$ cat src/rtl/fetch_pkg.sv
// Shared widths, reset PC and the fetch-buffer entry layout for the instruction fetch stage.
package fetch_pkg;

  localparam int XLEN = 32;
  localparam int ILEN = 32;
  localparam logic [XLEN-1:0] RESET_PC = 32'h0;

  typedef struct packed {
    logic [XLEN-1:0] pc;
    logic [ILEN-1:0] instr;
    logic            filled;
  } fetch_entry_t;

endpackage

$ cat src/rtl/fetch_buffer.sv
// In-order fetch buffer: entries are allocated at issue, filled by responses in order, popped at head.
// Head is read straight from the entry flops; clear drops every entry in one cycle.
module fetch_buffer
  import fetch_pkg::*;
#(
  parameter int DEPTH = 2,
  parameter int CW    = $clog2(DEPTH + 1)
) (
  input  logic             clk,
  input  logic             rst,
  input  logic             i_alloc,
  input  logic [XLEN-1:0]  i_alloc_pc,
  input  logic             i_fill,
  input  logic [ILEN-1:0]  i_fill_instr,
  input  logic             i_pop,
  input  logic             i_clear,
  output logic [CW-1:0]    o_count,
  output logic [CW-1:0]    o_unfilled,
  output fetch_entry_t     o_head
);

  localparam int PW = $clog2(DEPTH);

  fetch_entry_t    r_mem [DEPTH];
  logic [PW-1:0]   r_wr;
  logic [PW-1:0]   r_fill;
  logic [PW-1:0]   r_rd;
  logic [CW-1:0]   r_count;
  logic [CW-1:0]   r_unfilled;

  always_ff @(posedge clk or negedge rst) begin
    if (!rst) begin
      for (int i = 0; i < DEPTH; i++) begin
        r_mem[i].pc     <= RESET_PC;
        r_mem[i].instr  <= '0;
        r_mem[i].filled <= 1'b0;
      end
      r_wr       <= '0;
      r_fill     <= '0;
      r_rd       <= '0;
      r_count    <= '0;
      r_unfilled <= '0;
    end else if (i_clear) begin
      // pc/instr are left as-is; only the filled flags matter once pointers reset
      for (int i = 0; i < DEPTH; i++) begin
        r_mem[i].filled <= 1'b0;
      end
      r_wr       <= '0;
      r_fill     <= '0;
      r_rd       <= '0;
      r_count    <= '0;
      r_unfilled <= '0;
    end else begin
      if (i_pop) begin
        r_mem[r_rd].filled <= 1'b0;
        r_rd               <= r_rd + 1'b1;
      end
      if (i_fill) begin
        r_mem[r_fill].instr  <= i_fill_instr;
        r_mem[r_fill].filled <= 1'b1;
        r_fill               <= r_fill + 1'b1;
      end
      if (i_alloc) begin
        r_mem[r_wr].pc     <= i_alloc_pc;
        r_mem[r_wr].filled <= 1'b0;
        r_wr               <= r_wr + 1'b1;
      end
      r_count    <= r_count + CW'(i_alloc) - CW'(i_pop);
      r_unfilled <= r_unfilled + CW'(i_alloc) - CW'(i_fill);
    end
  end

  assign o_count    = r_count;
  assign o_unfilled = r_unfilled;
  assign o_head     = r_mem[r_rd];

endmodule

$ cat src/rtl/instr_fetch_stage.sv
// Fetch stage: issues PC to instruction memory, buffers in-order returns, hands them to decode.
// Decode sees an instruction memory-latency+1 cycles after issue; a full buffer stalls the PC.
module instr_fetch_stage
  import fetch_pkg::*;
#(
  parameter int DEPTH = 2
) (
  input  logic             clk,
  input  logic             rst,
  input  logic [XLEN-1:0]  PC_Value,
  input  logic             flush,
  output logic             pc_stall,
  output logic             imem_req_valid,
  input  logic             imem_req_ready,
  output logic [XLEN-1:0]  imem_req_addr,
  input  logic             imem_rsp_valid,
  input  logic [ILEN-1:0]  imem_rsp_data,
  input  logic             id_ready,
  output logic             if_valid,
  output logic [ILEN-1:0]  if_instr,
  output logic [XLEN-1:0]  if_pc
);

  localparam int CW = $clog2(DEPTH + 1);

  logic [CW-1:0]  w_count;
  logic [CW-1:0]  w_unfilled;
  fetch_entry_t   w_head;
  logic           w_pop;
  logic           w_req_vld;
  logic           w_issue;
  logic           w_drop;
  logic           w_kept;
  logic           w_fill;
  logic [CW-1:0]  r_drop_cnt;

  assign w_pop     = w_head.filled & id_ready & ~flush;
  assign w_req_vld = rst & ~flush & ((w_count < CW'(DEPTH)) | w_pop);
  assign w_issue   = w_req_vld & imem_req_ready;

  // Responses for wrong-path requests are still owed by memory; they are swallowed here
  assign w_drop = imem_rsp_valid & (r_drop_cnt != '0);
  assign w_kept = imem_rsp_valid & ~w_drop & (w_unfilled != '0);
  assign w_fill = w_kept & ~flush;

  always_ff @(posedge clk or negedge rst) begin
    if (!rst) begin
      r_drop_cnt <= '0;
    end else if (flush) begin
      r_drop_cnt <= r_drop_cnt - CW'(w_drop) + w_unfilled - CW'(w_kept);
    end else if (w_drop) begin
      r_drop_cnt <= r_drop_cnt - 1'b1;
    end
  end

  fetch_buffer #(
    .DEPTH (DEPTH),
    .CW    (CW)
  ) u_buf (
    .clk          (clk),
    .rst          (rst),
    .i_alloc      (w_issue),
    .i_alloc_pc   (PC_Value),
    .i_fill       (w_fill),
    .i_fill_instr (imem_rsp_data),
    .i_pop        (w_pop),
    .i_clear      (flush),
    .o_count      (w_count),
    .o_unfilled   (w_unfilled),
    .o_head       (w_head)
  );

  assign imem_req_valid = w_req_vld;
  assign imem_req_addr  = PC_Value;
  assign pc_stall       = ~flush & ~w_issue;
  assign if_valid       = w_head.filled;
  assign if_instr       = w_head.instr;
  assign if_pc          = w_head.pc;

endmodule

$ cat config.mk
export PLATFORM = sky130hd
export DESIGN_NAME = instr_fetch_stage
export DESIGN_NICKNAME = d
export VERILOG_FILES = /design/src/rtl/fetch_pkg.sv /design/src/rtl/fetch_buffer.sv /design/src/rtl/instr_fetch_stage.sv
export SDC_FILE = /design/constraint.sdc
export NUM_CORES = 1
export LEC_CHECK = 0
export CORE_MARGIN = 2
export CORE_UTILIZATION = 40
export CTS_CLUSTER_DIAMETER = 60
export DETAILED_ROUTE_END_ITERATION = 10
export HOLD_SLACK_MARGIN = 0.12
export MAX_ROUTING_LAYER = met4
export PLACE_DENSITY_LB_ADDON = 0.2
export SLEW_MARGIN = 25
export SYNTH_ARGS = -nofsm -noshare
export SYNTH_HDL_FRONTEND = slang
export SYNTH_HIERARCHICAL = 1
export SYNTH_SLANG_ARGS = --single-unit
$ cat constraint.sdc
create_clock -name clk -period 3.8 [get_ports clk]
set_input_delay 0.76 -clock clk [delete_from_list [all_inputs] [get_ports clk]]
set_output_delay 0.76 -clock clk [all_outputs]
set_load 0.02 [all_outputs]
==> results of run 1 <==
layer usage:
layer / share of wire [%] / routed length, um / global-route usage, % / vias to the layer above
met5: 0 / 0 / - / -
met4: 1.8 / 234 / 6.10 / 0
met3: 7.3 / 956 / 6.06 / 18
met2: 47 / 6200 / 25.4 / 137
met1: 44 / 5750 / 20.0 / 2018
li1: - / - / - / 1819
final timing paths:
kind,to,depth (start not counted)
hold / removal,u_buf/o_count[1],2
min in group clk,u_buf/r_mem[85],1
setup reg to reg,r_drop_cnt[1],11
setup / recovery,if_instr[13],3
hold reg to reg,u_buf/r_mem[85],1
max in group asynchronous,u_buf/r_mem[46],3
registers in the layout, summed over array words and instances, names as in the netlist:
register,flops
u_buf/o_unfilled,2
u_buf/o_count,2
u_buf/r_fill,1
u_buf/r_rd,1
u_buf/r_mem,130
r_drop_cnt,2
u_buf/r_wr,1
power groups by stage:
stage | combinational (W) | sequential (W) | clock, W
after global placement | 0.00144 | 0.00187 | 0
after detailed placement | 0.00147 | 0.00190 | 0
after floorplan | 0.000869 | 0.00185 | 0
final | 0.00146 | 0.00187 | 0.00169
after global routing | 0.00156 | 0.00191 | 0.00181
after CTS | 0.00147 | 0.00187 | 0.00175
through the flow:
stage                     cell area [um^2]  hold WS (ns)
final                                 8750         0.447
after global routing                  8750         0.509
after CTS                             8740         0.489
after detailed placement              8130         0.476
after global placement                8130         0.463
after floorplan                       6480         0.454
kinds of logic after synthesis:
| logic type | share of synthesized area [%] |
|---|---|
| muxes | 33.9 |
| DFF | 53.7 |
| buffers and inverters | 6.43 |
| and+or+nand+nor | 2.03 |
| xor gates and xnor gates | 1.35 |
| AOI/OAI and AO/OA | 0.831 |
| adders and majority gates | 1.78 |
area by class of cell:
cell class,count,share of cell area (%)
clock buffer,25,5.78
clock inverter,7,1.26
inverter,11,0.472
multi-input combinational,243,29.6
sequential,139,39.8
tap,216,3.09
timing repair buffer,177,20.1
cells in the final DEF, fill, tap and decap left out:
cell             instances
dfrtp_1                138
nand2b_1                 3
dfrtp_2                  1
nor3b_4                  1
nand2_1                  4
nor2_4                   1
xnor2_1                  8
a211oi_1                 1
nor2b_1                  3
nor2b_4                  1
clkbuf_1                 3
bufinv_16                3
xor2_1                   2
ha_1                     6
mux2i_1                  1
clkbuf_16               17
a221oi_1                 1
and2_1                   1
fa_1                     2
nor2_1                   5
clkbuf_8                 5
a22oi_1                  1
buf_4                    8
nand3b_1                 2
buf_6                    2
a21oi_1                  4
mux2_1                   3
mux2_2                 191
o21ai_0                  2
clkinv_2                 4
clkdlybuf4s50_1        167
inv_1                   11
==> results.ini, run 1 <==
[power]
power_frac_clock_pct = 33.8
p_seq_share_pct = 37.2
power_frac_comb_pct = 29.0
ir_drop_mv = 0.279
p_leak_nw = 3.98
p_per_area_nw_per_um2 = 574
p_int_w = 0.00368
swShare_pct = 26.6
p_switching_w = 0.00133
total_power_w = 0.00502

[job]
cap_violations = 0

[clock_network]
clock_latency_ns = 0.41
cts_resized = 0
clock_path_buffers = 2
clk_pin_slew_ns = 0.05
cts_setup_buffers = 0
root_buffer = clkbuf_16
h-tree-depth = 4
cts_hold_buf = 0
cts_buffers = 17
cts_tree = built
cts.sinks = 139

[floorplanning]
die_w_um = 131
row_count = 46
dieArea_um2 = 17200
fp.dieH_um = 131
ios = 169
initial_core_util_pct = 40.9
coreArea_um2 = 15800

[global_routing]
grt.overflow.total = 0
grt_pass1_wl_mm = 22.0
track_usage_pct = 16.5
grt_pass1_vias = 4411
antenna_found_initial = 0
grt_max_degree = 77

[detailed_routing]
drt-total-wl_mm = 13.1
num_vias = 3992
via_per_inst = 4.88
dr.pass1.iters = 4
wl_per_cell_um = 16.1
ant_nets = 0
first_iter_violations = 115
post-route-drc-count = 0

[sta]
final.setup.tns_ns = 0
drv_slew = 0
tightest_slew_ns = 0.796
rsz0062_at_grt = no
fmax_mhz = 327
final.setup.worst_slack_ns = 0.739
clock_skew_ns = 0.00737
period_needed_ns = 3.06
slew_headroom_pct = 46.9
hold_viol = 0
finalSetupViolCount = 0
period_share_pct = 80.5

[synth]
synth_flop_cell = dfrtp_1
synth_edf_count = 0
synth-seq-area-share_pct = 53.7
avgSynthCellArea_um2 = 14.5
synth_common_cells = mux2_2, dfrtp_1, buf_4, buf_2, inv_1
netlist_top_cells_area = dfrtp_1, mux2_2, buf_4, ha_1, buf_2
synth_top_area_share_pct = 53.7
ys_types = 28
yosys.area.top_type = dfrtp_1
synth-async-reset-ratio_pct = 100
syn-instance-count = 447
ys.warnings.count = 6
yosys_register_bits = 139
synth.most_common_cell = mux2_2
synth_area_um2 = 6480
synth_fp_nets = 525

[place]
place_inst = 786
portBuffers = 168
hpwlAfterDp_mm = 8.72
place_ws_ns = 0.470
gp_congestion = 0.727

[layout]
final_cells = 818
finish.utilization_pct = 55.3
regArea_um2 = 3480
num-fill-cells = 1288
multi_input_area_um2 = 2590
antenna_cells = 0
area_growth_pct = 35.1
final_nets = 667
drive_above_1_share_pct = 38.9

[setup_path]
timing.rr.start = r_drop_cnt[0]
slowest_delay_ns = 0.58
arrival_ns = 2.30
worst_setup_path_start_kind = flop
worstPathCellList = buf_4, mux2_2, clkdlybuf4s50_1
crit_fanout = 36
required_ns = 3.04
rrSetupSlack_ns = 1.01
cp-end-kind = primary output
worstSetupPathType = flop to primary output
path_delay_family = buffers and inverters
slowest_stage = clkdlybuf4s50_1
crit_buf_inv = 2
crit_start = u_buf/r_rd

[min_path]
hold_class = input pin to asynchronous set/reset pin

[run_status]
status = finished, final reports clean

No activity file was read; power rests on OpenSTA's default activity.
==> run 2: changes to the inputs <==
Clock period 3.8 ns to 3.12 ns, I/O delays scaled along.
==> run 2 against run 1 <==
Global-route usage increased by 0.11 points. Cell count unchanged. Sequential share of layout area increased by 0.11 points. Combinational power increased by 22%. Flip-flop and latch count unchanged. Register-to-register slack got worse by 0.76 ns. Largest cell class unchanged. Highest routed layer unchanged.
==> results.ini, run 2 (same netlist as run 1, synthesis figures left out) <==
[power]
ir_drop_mv = 0.367
p_per_area_nw_per_um2 = 668
total_power_w = 0.00583
p_leak_nw = 3.96

[layout]
final_nets = 671
antenna_cells = 0
finish.utilization_pct = 55.1
final_cell_mix = mux2_2, clkdlybuf4s50_1, dfrtp_1
regMostFlops = u_buf/r_mem
drive_above_1_share_pct = 38.7
final_cells = 818
area_growth_pct = 34.7
largest_reg_flops = 130
num-fill-cells = 1282
final_common_cell = mux2_2

[sta]
drv_slew = 0
period_needed_ns = 2.87
final.setup.worst_slack_ns = 0.248
slew_headroom_pct = 47.6
clock_skew_ns = 0.0112
finalSetupViolCount = 0
hold_viol = 0
rsz0062_at_grt = no
tightest_slew_ns = 0.786
fmax_mhz = 348
holdWs_ns = 0.324
period_share_pct = 92.1

[place]
place_inst = 790
portBuffers = 168
place_ws_ns = -0.148
gp_congestion = 0.702
hpwlAfterDp_mm = 9.08

[detailed_routing]
ant_nets = 0
first_iter_violations = 94
post-route-drc-count = 0
drt-total-wl_mm = 13.4
num_vias = 3984
wl_per_cell_um = 16.4
via_per_inst = 4.87
dr.pass1.iters = 4

[floorplanning]
fp.dieH_um = 131
ios = 169
initial_core_util_pct = 40.9
row_count = 46
dieArea_um2 = 17200
coreArea_um2 = 15800
die_w_um = 131

[clock_network]
clock_latency_ns = 0.42
cts_buffers = 17
cts_setup_buffers = 0
cts_resized = 0
clk_pin_slew_ns = 0.05
clock_path_buffers = 2
root_buffer = clkbuf_16
cts_tree = built
cts.sinks = 139
cts_hold_buf = 0
h-tree-depth = 4

[min_path]
hold_class = input pin to asynchronous set/reset pin

[setup_path]
cp-end-kind = flop
required_ns = 3.42
arrival_ns = 3.18
worstSetupPathType = flop to flop
crit_fanout = 2
worst_setup_path_start_kind = flop

[global_routing]
grt_max_degree = 78
grt_pass1_vias = 4374
track_usage_pct = 16.6
antenna_found_initial = 0
grt_pass1_wl_mm = 21.9
grt.overflow.total = 0

[job]
cap_violations = 0

[run_status]
status = finished, final reports clean

-- run 2: cell count changes in the layout (fill, tap and decap cells not counted) --
cell       before  now
clkbuf_8        5    4
bufinv_16       3    0
clkbuf_1        3    4
buf_12          0    4
clkinv_2        4    3
-- run 2: stage by stage --
step / TNS, ns / instance area (um^2)
2_1_floorplan: 0 / 6480
3_3_place_gp: -0.0229 / 8210
3_5_place_dp: -0.148 / 8210
4_1_cts: 0 / 8720
5_1_grt: 0 / 8720
6_report: 0 / 8720
-- run 2: layout make-up --
type / instances / area (um^2) / area share [%]
clock buffer: 25 / 495 / 5.68
clock inverter: 3 / 15.0 / 0.172
inverter: 11 / 41.3 / 0.473
multi-input combinational: 243 / 2590 / 29.7
sequential: 139 / 3480 / 39.9
tap: 216 / 270 / 3.10
timing repair buffer: 181 / 1830 / 21.0
-- run 2: layer usage --
layer  wire length (um)  global-route usage (%)
met1               6010                    19.6
met2               6310                    26.4
met3                915                    6.25
met4                159                    5.43
met5                  0                       -
-- run 2: worst paths after layout --
path | start | end | slack [ns] | cells past startpoint
setup / recovery | r_drop_cnt[0] | r_drop_cnt[1] | 0.25 | 11
hold / removal | rst | u_buf/r_mem[123] | 0.32 | 2
setup reg to reg | r_drop_cnt[0] | r_drop_cnt[1] | 0.25 | 11
hold reg to reg | u_buf/r_mem[85] | u_buf/r_mem[85] | 0.49 | 1
max in group asynchronous | rst | u_buf/r_mem[45] | 1.51 | 3
min in group clk | u_buf/r_mem[85] | u_buf/r_mem[85] | 0.49 | 1
-- run 2: worst max-delay path: stages (launching register included) --
cell     delay (ns)
dfrtp_1        0.38
inv_1          0.11
ha_1           0.23
nand2_1        0.07
a21oi_1        0.20
fa_1           0.47
fa_1           0.50
inv_1          0.04
ha_1           0.18
xnor2_1        0.21
xnor2_1        0.10
mux2_2         0.26
-- run 2: power by group --
part | total, W | internal, W | switching, W
clock network | 0.00177 | 0.00108 | 0.000688
logic | 0.00178 | 0.00101 | 0.000773
registers | 0.00228 | 0.00213 | 0.000151
